[src/rtl/sum_stage_if.sv]
// Beat/result bus of the accumulation stage: upstream MS beat in, downstream SS result out.
interface sum_stage_if #(
  parameter int DWD     = 8,
  parameter int PSUMDWD = 16,
  parameter int PEROW   = 4
);
  typedef struct packed {
    logic       clr;
    logic       last;
    logic [3:0] zp;
    logic [3:0] shift;
  } ssctl_t;

  logic                                 MS_rdy;
  logic                                 MS_ack;
  logic [PEROW-1:0][PSUMDWD+DWD-1:0]    i_data;
  ssctl_t                               i_SSpipe_MS;
  logic                                 SS_rdy;
  logic                                 SS_ack;
  logic [PEROW-1:0][PSUMDWD-1:0]        o_data;
  logic [PEROW-1:0]                     o_sat;

  modport slave  (input  MS_rdy, i_data, i_SSpipe_MS, SS_ack,
                  output MS_ack, SS_rdy, o_data, o_sat);
  modport master (output MS_rdy, i_data, i_SSpipe_MS, SS_ack,
                  input  MS_ack, SS_rdy, o_data, o_sat);
endinterface

[src/rtl/sum_stage.sv]
// PE-row accumulators with zero-point correction; last beat of a group emits a
// rounded, shifted, saturated psum into a single output slot (rdy/ack).
module sum_stage_row #(
  parameter int DWD     = 8,
  parameter int PSUMDWD = 16,
  parameter int ACCWD   = PSUMDWD + 6
) (
  input  logic               i_clk,
  input  logic               i_rst,
  input  logic               xfer_i,
  input  logic               clr_i,
  input  logic               last_i,
  input  logic [3:0]         zp_i,
  input  logic [3:0]         shift_i,
  input  logic [PSUMDWD-1:0] psum_i,
  input  logic [DWD-1:0]     sum_i,
  output logic [PSUMDWD-1:0] psum_o,
  output logic               sat_o
);
  localparam logic [ACCWD-1:0]   AMAX = {1'b0, {(ACCWD-1){1'b1}}};
  localparam logic [ACCWD-1:0]   AMIN = {1'b1, {(ACCWD-1){1'b0}}};
  localparam logic [PSUMDWD-1:0] PMAX = {1'b0, {(PSUMDWD-1){1'b1}}};
  localparam logic [PSUMDWD-1:0] PMIN = {1'b1, {(PSUMDWD-1){1'b0}}};

  logic [ACCWD-1:0]         acc_q, acc_d;
  logic [PSUMDWD-1:0]       psum_q, psum_d;
  logic                     sat_q, sat_d;
  logic [ACCWD:0]           base, wide, rnd;
  logic [DWD+3:0]           prod;
  logic signed [ACCWD-1:0]  shifted;
  logic [ACCWD-PSUMDWD+1:0] hi;
  logic                     clamp1, clamp2, guard;

  always_comb begin
    base   = clr_i ? '0 : {acc_q[ACCWD-1], acc_q};
    prod   = {{DWD{1'b0}}, zp_i} * {4'b0, sum_i};
    // One guard bit above ACCWD so the clamp can see the true overflow direction
    wide   = base + {{(ACCWD+1-PSUMDWD){psum_i[PSUMDWD-1]}}, psum_i}
                  - {{(ACCWD+1-DWD-4){1'b0}}, prod};
    clamp1 = wide[ACCWD] != wide[ACCWD-1];
    acc_d  = clamp1 ? (wide[ACCWD] ? AMIN : AMAX) : wide[ACCWD-1:0];

    shifted = $signed(acc_d) >>> shift_i;
    guard   = (shift_i != 4'd0) ? acc_d[shift_i - 4'd1] : 1'b0;
    rnd     = {shifted[ACCWD-1], shifted} + {{ACCWD{1'b0}}, guard};
    hi      = rnd[ACCWD:PSUMDWD-1];
    clamp2  = !((&hi) || !(|hi));
    psum_d  = clamp2 ? (rnd[ACCWD] ? PMIN : PMAX) : rnd[PSUMDWD-1:0];
    sat_d   = clamp1 || clamp2;
  end

  always_ff @(posedge i_clk or posedge i_rst) begin
    if (i_rst) begin
      acc_q  <= '0;
      psum_q <= '0;
      sat_q  <= 1'b0;
    end else if (xfer_i) begin
      acc_q <= acc_d;
      if (last_i) begin
        psum_q <= psum_d;
        sat_q  <= sat_d;
      end
    end
  end

  assign psum_o = psum_q;
  assign sat_o  = sat_q;
endmodule

module sum_stage #(
  parameter int DWD     = 8,
  parameter int PSUMDWD = 16,
  parameter int PEROW   = 4,
  parameter int ACCWD   = PSUMDWD + 6
) (
  input  logic        i_clk,
  input  logic        i_rst,
  sum_stage_if.slave  bus
);
  logic ms_ack, xfer, emit;
  logic ss_rdy_q, ss_rdy_d;

  // A last beat only stalls while the slot is full and not draining this cycle
  assign ms_ack     = !(bus.i_SSpipe_MS.last && ss_rdy_q && !bus.SS_ack);
  assign xfer       = bus.MS_rdy && ms_ack;
  assign emit       = xfer && bus.i_SSpipe_MS.last;
  assign bus.MS_ack = ms_ack;
  assign bus.SS_rdy = ss_rdy_q;

  always_comb begin
    ss_rdy_d = ss_rdy_q;
    if (emit)                      ss_rdy_d = 1'b1;
    else if (ss_rdy_q && bus.SS_ack) ss_rdy_d = 1'b0;
  end

  always_ff @(posedge i_clk or posedge i_rst) begin
    if (i_rst) ss_rdy_q <= 1'b0;
    else       ss_rdy_q <= ss_rdy_d;
  end

  for (genvar r = 0; r < PEROW; r++) begin : g_row
    sum_stage_row #(.DWD(DWD), .PSUMDWD(PSUMDWD), .ACCWD(ACCWD)) u_row (
      .i_clk   (i_clk),
      .i_rst   (i_rst),
      .xfer_i  (xfer),
      .clr_i   (bus.i_SSpipe_MS.clr),
      .last_i  (bus.i_SSpipe_MS.last),
      .zp_i    (bus.i_SSpipe_MS.zp),
      .shift_i (bus.i_SSpipe_MS.shift),
      .psum_i  (bus.i_data[r][PSUMDWD+DWD-1:DWD]),
      .sum_i   (bus.i_data[r][DWD-1:0]),
      .psum_o  (bus.o_data[r]),
      .sat_o   (bus.o_sat[r])
    );
  end
endmodule

[src/flat_wrapper.sv]
// flat-port wrapper written by rule: the top's interface ports become plain ports
module sum_stage_flat 
#(
  parameter int DWD     = 8,
  parameter int PSUMDWD = 16,
  parameter int PEROW   = 4,
  parameter int ACCWD   = PSUMDWD + 6
)
  (i_clk, i_rst, bus_MS_rdy, bus_i_data, bus_i_SSpipe_MS, bus_SS_ack, bus_MS_ack, bus_SS_rdy, bus_o_data, bus_o_sat);
  sum_stage_if #(.DWD(DWD), .PSUMDWD(PSUMDWD), .PEROW(PEROW)) bus_i ();
  input  logic i_clk;
  input  logic i_rst;
  input wire logic [$bits(bus_i.MS_rdy)-1:0] bus_MS_rdy;
  input wire logic [$bits(bus_i.i_data)-1:0] bus_i_data;
  input wire logic [$bits(bus_i.i_SSpipe_MS)-1:0] bus_i_SSpipe_MS;
  input wire logic [$bits(bus_i.SS_ack)-1:0] bus_SS_ack;
  output wire logic [$bits(bus_i.MS_ack)-1:0] bus_MS_ack;
  output wire logic [$bits(bus_i.SS_rdy)-1:0] bus_SS_rdy;
  output wire logic [$bits(bus_i.o_data)-1:0] bus_o_data;
  output wire logic [$bits(bus_i.o_sat)-1:0] bus_o_sat;
  assign bus_i.MS_rdy = bus_MS_rdy;
  assign bus_i.i_data = bus_i_data;
  assign bus_i.i_SSpipe_MS = bus_i_SSpipe_MS;
  assign bus_i.SS_ack = bus_SS_ack;
  assign bus_MS_ack = bus_i.MS_ack;
  assign bus_SS_rdy = bus_i.SS_rdy;
  assign bus_o_data = bus_i.o_data;
  assign bus_o_sat = bus_i.o_sat;
  sum_stage #(.DWD(DWD), .PSUMDWD(PSUMDWD), .PEROW(PEROW), .ACCWD(ACCWD)) u_core (.i_clk(i_clk), .i_rst(i_rst), .bus(bus_i));
endmodule
[config.mk]
export PLATFORM = sky130hd
export DESIGN_NAME = sum_stage_flat
export DESIGN_NICKNAME = d
export VERILOG_FILES = /design/src/rtl/sum_stage_if.sv /design/src/rtl/sum_stage.sv /design/src/flat_wrapper.sv
export SDC_FILE = /design/constraint.sdc
export NUM_CORES = 1
export LEC_CHECK = 0
export CAP_MARGIN = 40
export CELL_PAD_IN_SITES_DETAIL_PLACEMENT = 1
export CELL_PAD_IN_SITES_GLOBAL_PLACEMENT = 2
export CORE_MARGIN = 5
export CORE_UTILIZATION = 37
export DETAILED_ROUTE_END_ITERATION = 12
export PLACE_DENSITY_LB_ADDON = 0.05
export SYNTH_ARGS = -nofsm -noshare
export SYNTH_HDL_FRONTEND = slang
export SYNTH_HIERARCHICAL = 1
export SYNTH_SLANG_ARGS = --single-unit
[constraint.sdc]
create_clock -name i_clk -period 9.2 [get_ports i_clk]
set_clock_uncertainty 0.05 [all_clocks]
set_input_delay 1.84 -clock i_clk [delete_from_list [all_inputs] [get_ports i_clk]]
set_output_delay 1.84 -clock i_clk [all_outputs]
set_load 0.03 [all_outputs]
==> results of run 1 <==
==> kinds of logic after synthesis <==
| group | count (synthesis) | synth area share |
|---|---|---|
| AND/OR/NAND/NOR | 1321 | 0.225 |
| AO/OA/AOI/OAI | 1258 | 0.308 |
| buffers and inverters | 628 | 0.0862 |
| adder cells (fa/ha/maj) | 356 | 0.186 |
| flip-flops | 157 | 0.133 |
| XOR/XNOR | 118 | 0.0363 |
| multiplexers | 58 | 0.0261 |
==> worst max-delay path: cells and delay by family <==
kind,cells,cell delay [ns]
AO/OA/AOI/OAI,8,1.48
AND/OR/NAND/NOR,8,1.91
buffers and inverters,20,2.53
adder cells (fa/ha/maj),4,1.83
==> routing by layer <==
metal  global-route usage  vias up  wire, µm
met4                0.105       10      4890
met3               0.0469      256      5810
met2                0.508      817     63100
met5                    0        -        62
li1                     -    15800         -
met1                0.368    17000     56800
==> path summary, 6_finish.rpt <==
kind                                           startpoint                         endpoint  slack (ns)  cells past startpoint
max                                    bus_i_SSpipe_MS[7]  u_core/g_row[3].u_row/psum_o[5]       -0.11                     40
max in group asynchronous                           i_rst   u_core/g_row[0].u_row/acc_q[4]        6.31                      3
min reg2reg                u_core/g_row[0].u_row/acc_q[1]   u_core/g_row[0].u_row/acc_q[1]        0.42                      1
min                        u_core/g_row[0].u_row/acc_q[1]   u_core/g_row[0].u_row/acc_q[1]        0.42                      1
min in group asynchronous                           i_rst                u_core/bus.SS_rdy        1.77                      2
max reg2reg                u_core/g_row[3].u_row/acc_q[7]  u_core/g_row[3].u_row/psum_o[5]        1.22                     37
==> timing repair <==
item,CTS,global route
buffers inserted,47,27
endpoints found under the setup margin,65,66
gates resized for setup,219,167
pin swaps,105,134
cloned,4,5
==> area by class of cell <==
| type | count | area [µm²] |
|---|---|---|
| Inverter | 390 | 1470 |
| Clock inverter | 14 | 175 |
| Sequential cell | 157 | 3930 |
| Clock buffer | 18 | 439 |
| Fill cell | 9610 | 38200 |
| Antenna cell | 10 | 25.0 |
| Timing Repair Buffer | 1051 | 8680 |
| Tap cell | 1050 | 1310 |
| Multi-Input combinational cell | 3114 | 24700 |
==> Yosys cell counts (59+ instances only) <==
cell type,number
nand2_1,366
dfrtp_1,157
o211ai_1,89
a211oi_1,69
nor3_1,65
nand2b_1,104
fa_1,136
a21oi_1,300
and2_1,94
o21ai_0,159
nor2_1,364
xor2_1,59
ha_1,220
inv_1,383
clkbuf_1,147
nand3_1,60
==> flip-flops by register name (all words and copies together) (netlist names) <==
name                       count
u_core/bus.SS_rdy              1
u_core/g_row.u_row/acc_q      88
u_core/g_row.u_row/psum_o     64
u_core/g_row.u_row/sat_o       4
==> stage by stage <==
step	cells	hold WS, ns	area, µm²	TNS [ns]
6_report	5804	0.425	40800	-0.691
5_1_grt	5795	0.447	40700	-12.61
4_1_cts	5762	0.431	39700	-0.112
3_5_place_dp	5680	0.411	37800	-63.19
3_3_place_gp	5677	0.405	37800	-53.11
2_1_floorplan	3896	0.393	29900	-0.928
==> results.md, run 1 <==
* Post-synthesis sequential area ratio at 0.133
* Placer Congestion at ~0.92
* Die area at 85400 µm²
* CP max stage cell: fa_2
* Biggest area consumer among synthesized cells: dfrtp_1
* WL per Instance at about 23 µm
* # clock sinks at 157
* Status: complete, but fails checks
* I/O pin count at between 150 and 200
* Yosys Warn Count at 6
* Top achievable clock speed at 107 MHz
* Prevailing post-synth register cell: dfrtp_1
* Worst Setup Start Kind: input pin
* Initial antenna violation count at 18
* First-pass GRT wire length at between 200000 and 250000 µm
* Worst Path Max Fanout at 5
* CTS tree: done
* Most common cell after layout, fill and taps aside: buf_4
* Setup violators final at 14
* DRT Wirelength at approximately 130000 µm
* Vias in the first global route at roughly 37k
* H-tree Lvls at 4
* Initial Util at 0.373
* Avg Inst Size Synth at 7.57 µm²
* Via density at 5.83
* CTS max path bufs at 2
* Layout net count at between 5k and 6k
* Asr flop ratio synth at 1.00
* Crit share post-route at 1.01
* Mapped Area at ~29000 µm²
* Initial DRC count at roughly 1.9k
* Final Hold Vio Count at 0
* Max Cap Viol at 0
* Row Count at just over 100
* Worst-Skew Late Latency at 0.50 ns
* Critical Path RT at 9.47 ns
* First-pass DRT Iterations at 8
* Fin. max-slew vios at 0
* Cells after synthesis at 3896
* Slew Limit Headroom at 0.364
* RSZ-0062 raised after global routing: true
* Hold_buf cts at 0
* Antenna-violating nets left at 0
* Crit Path Category: input pin to register
* Critical Path AT at between 9 and 10 ns
* Largest net degree at the start of global routing at slightly below 70
* Setup ws final at -0.111 ns
* Final min period at around 9.3 ns
* Layout cells sized above 1 at 0.289
* Pre-CTS setup slack at -1.10 ns
* Largest cells by area after synthesis: dfrtp_1 13%, ha_1 9.3%, fa_1 9.2%, a21oi_1 5.1%, inv_1 4.9%
* Final HPWL from detailed placement at ~100000 µm
* Cell mode on critical path: buf_4
* Clk pin slew, worst setup/hold paths at roughly 0.08 ns
* Buffers on Ports at ~180
* Die boundary height at a little under 300 µm
* Area grow syn2layout at 38.2%
* Die extent in x at approximately 300 µm
* #FFs+latches synth at 157
* Failing checks: negative setup slack
* Transition time of the tightest slew-check pin at approximately 0.95 ns
* Via count at approximately 34k
* Worst setup EP type: register
* Post-synth EDFFs at 0
* Num CTS Buffers at 17
* Net Count, Synth at around 4.4k
* Grt ovf at 0
* CP max stage delay at between 0.5 and 0.6 ns
* Area share of the largest cell type after synthesis at 0.133
* Clock root buffer: clkbuf_16
* Total GRT Usage at 0.292
* Synth unique cells at 137
* Core Util, Final at 0.516
* Residual DRC at 0
* Worst Hold Class: register to register
* Most frequent cells in the layout: 835 x buf_4, 354 x nand2_1, 349 x nor2_1
* Total core area at 79000 µm²
Power of run 1 is left out: the tool's default activity adds up to more than one toggle a clock period on the data nets, which glitch-free logic cannot reach.
==> inputs of run 2 (changes only) <==
--- a/config.mk
+++ b/config.mk
@@ -11,7 +11,7 @@
 export CORE_MARGIN = 5
 export CORE_UTILIZATION = 37
 export DETAILED_ROUTE_END_ITERATION = 12
-export PLACE_DENSITY_LB_ADDON = 0.05
+export PLACE_DENSITY = 0.95
 export SYNTH_ARGS = -nofsm -noshare
 export SYNTH_HDL_FRONTEND = slang
 export SYNTH_HIERARCHICAL = 1
==> results.md, run 2 (synthesis results as in run 1) <==
* CTS tree: done
* CP max stage delay at 0.59 ns (+0.03 ns)
* Clk pin slew, worst setup/hold paths at 0.08 ns (about the same)
* Final HPWL from detailed placement at 98700 µm (-3.3%)
* Largest register FFs at 88 (unchanged)
* Critical Path AT at 10.01 ns (+0.42 ns)
* Grt ovf at 0 (unchanged)
* Placer Congestion at 0.999 (+9.0%)
* Setup ws final at -0.457 ns (-0.345 ns)
* Reg-to-Reg End: u_core/g_row[2].u_row/psum_o[0]
* Status: complete, but fails checks
* Clock root buffer: clkbuf_16
* Fin. max-slew vios at 0 (unchanged)
* DP Area at 37500 µm² (-0.95%)
* Via density at 6.19 (+6.1%)
* Critical Path RT at 9.55 ns (+0.08 ns)
* Largest delay share family, worst path: adder cells
* Hold_sp: u_core/g_row[1].u_row/acc_q[1]
* First-pass GRT wire length at 200000 µm (-1.7%)
* Row Count at 103 (unchanged)
* Initial DRC count at 3180 (+69%)
* Initial Util at 0.373 (unchanged)
* R2R depth at 38 (+2.7%)
* Largest Register: u_core/g_row.u_row/acc_q
* Transition time of the tightest slew-check pin at 1.11 ns (+0.154 ns)
* CTS max path bufs at 2 (unchanged)
* Worst Hold Class: register to register
* Worst r2r src: u_core/g_row[2].u_row/acc_q[4]
* Layout cells sized above 1 at 0.294 (+0.00424)
* Hold depth at 1 (unchanged)
* Worst Setup Start Kind: input pin
* Antenna-violating nets left at 0 (unchanged)
* Die extent in x at 292 µm (unchanged)
* First-pass DRT Iterations at 6 (-2)
* Die boundary height at 292 µm (unchanged)
* DRT Wirelength at 141000 µm (+8.1%)
* Slew Limit Headroom at 0.252 (-0.112)
* Final Hold Vio Count at 0 (unchanged)
* RSZ-0062 raised after global routing: true
* Failing checks: negative setup slack
* Crit Path Category: input pin to register
* Most common cell after layout, fill and taps aside: buf_4
* R2R Setup Slk at 1.00 ns (-0.22 ns)
* Final min period at 9.66 ns (+0.345 ns)
* CP Buf/Inv Count at 14 (-30%)
* Filler Cell Count at 9484 (-1.3%)
* Buffers on Ports at 179 (unchanged)
* I/O pin count at 180 (unchanged)
* Design area at 41000 µm² (+0.53%)
* Top achievable clock speed at 104 MHz (-3.6%)
* Vias in the first global route at 36.5k (-1.4%)
* Residual DRC at 0 (unchanged)
* Setup violators final at 49 (+35)
* Cell mode on critical path: buf_4
* Crit share post-route at 1.05 (+0.0375)
* Initial antenna violation count at 8 (-10)
* Worst-Skew Late Latency at 0.53 ns (+0.03 ns)
* Area grow syn2layout at 39.0%
* Die area at 85400 µm² (unchanged)
* Num CTS Buffers at 17 (unchanged)
* CP max stage cell: nor4_4
* Largest net degree at the start of global routing at 85 (+23%)
* FF+latch area at 3930 µm² (unchanged)
* Most frequent cells in the layout: 811 x buf_4, 355 x nand2_1, 342 x nor2_1
* Max Cap Viol at 0 (unchanged)
* Via count at 35.8k (+5.7%)
* Worst Hold Path EP: u_core/g_row[1].u_row/acc_q[1]
* Total GRT Usage at 0.287 (-0.00517)
* Worst setup EP type: register
* Multi-input logic area at 25000 µm² (+0.93%)
* Worst Path Max Fanout at 20 (+15)
* H-tree Lvls at 4 (unchanged)
* Total core area at 79000 µm² (unchanged)
* # clock sinks at 157 (unchanged)
* Layout net count at 5183 (-0.27%)
* WL per Instance at 24.4 µm (+8.5%)
run 2: cell types whose count changed in the layout (fill, tap and decap cells not counted), sizes merged, moves of 2 or more:
cell          change
clkbuf           +11
dlygate4sd2      -10
buf              -19
inv               +2
diode             -7
clkinv            -2
dlymetal6s2s      +6
run 2: final cells by class:
type,count,share of cell area
Timing Repair Buffer,1038,0.213
Clock inverter,14,0.00351
Multi-Input combinational cell,3113,0.609
Tap cell,1050,0.0321
Clock buffer,18,0.0107
Sequential cell,157,0.0959
Antenna cell,3,0.000183
Inverter,390,0.0359
run 2: what timing repair did:
action / 4_1_cts / 5_1_grt
setup buffers: 33 / 68
pin swaps: 66 / 190
gates resized for setup: 130 / 345
hold buffers: 0 / 0
gates cloned: 1 / 10
setup endpoints to repair: 64 / 66
run 2: per-layer routing:
layer | GRT usage | vias to the layer above | part of all wire
li1 | - | 15700 | -
met1 | 0.348 | 17900 | 0.40
met2 | 0.509 | 1684 | 0.49
met3 | 0.0407 | 529 | 0.061
met4 | 0.123 | 2 | 0.058
met5 | 0 | - | 0.00011
run 2: worst max-delay path by stage:
stage,startpoint,to,slack (ns),depth (start not counted)
global route,bus_i_SSpipe_MS[9],u_core/g_row[1].u_row/psum_o[0],-0.64,37
detailed placement,bus_i_data[78],u_core/g_row[3].u_row/psum_o[4],-1.04,31
floorplan,bus_i_SSpipe_MS[9],u_core/g_row[2].u_row/psum_o[10],-0.05,41
finish,bus_i_SSpipe_MS[9],u_core/g_row[1].u_row/psum_o[11],-0.46,36
global placement,bus_i_data[79],u_core/g_row[3].u_row/psum_o[10],-0.71,31
CTS,bus_i_data[39],u_core/g_row[1].u_row/psum_o[3],0.005,36
run 2: stage by stage:
step	hold WS [ns]	std cells	util	TNS [ns]	worst slack, ns
2_1_floorplan	0.393	3896	-	-0.928	-0.0508
5_1_grt	0.441	5783	0.519	-24.18	-0.638
3_3_place_gp	0.404	5637	0.474	-42.28	-0.712
4_1_cts	0.429	5704	0.491	0	0.00534
6_report	0.429	5783	0.519	-11.77	-0.457
3_5_place_dp	0.414	5638	0.474	-58.36	-1.04
Power of run 2 is left out for the same reason.
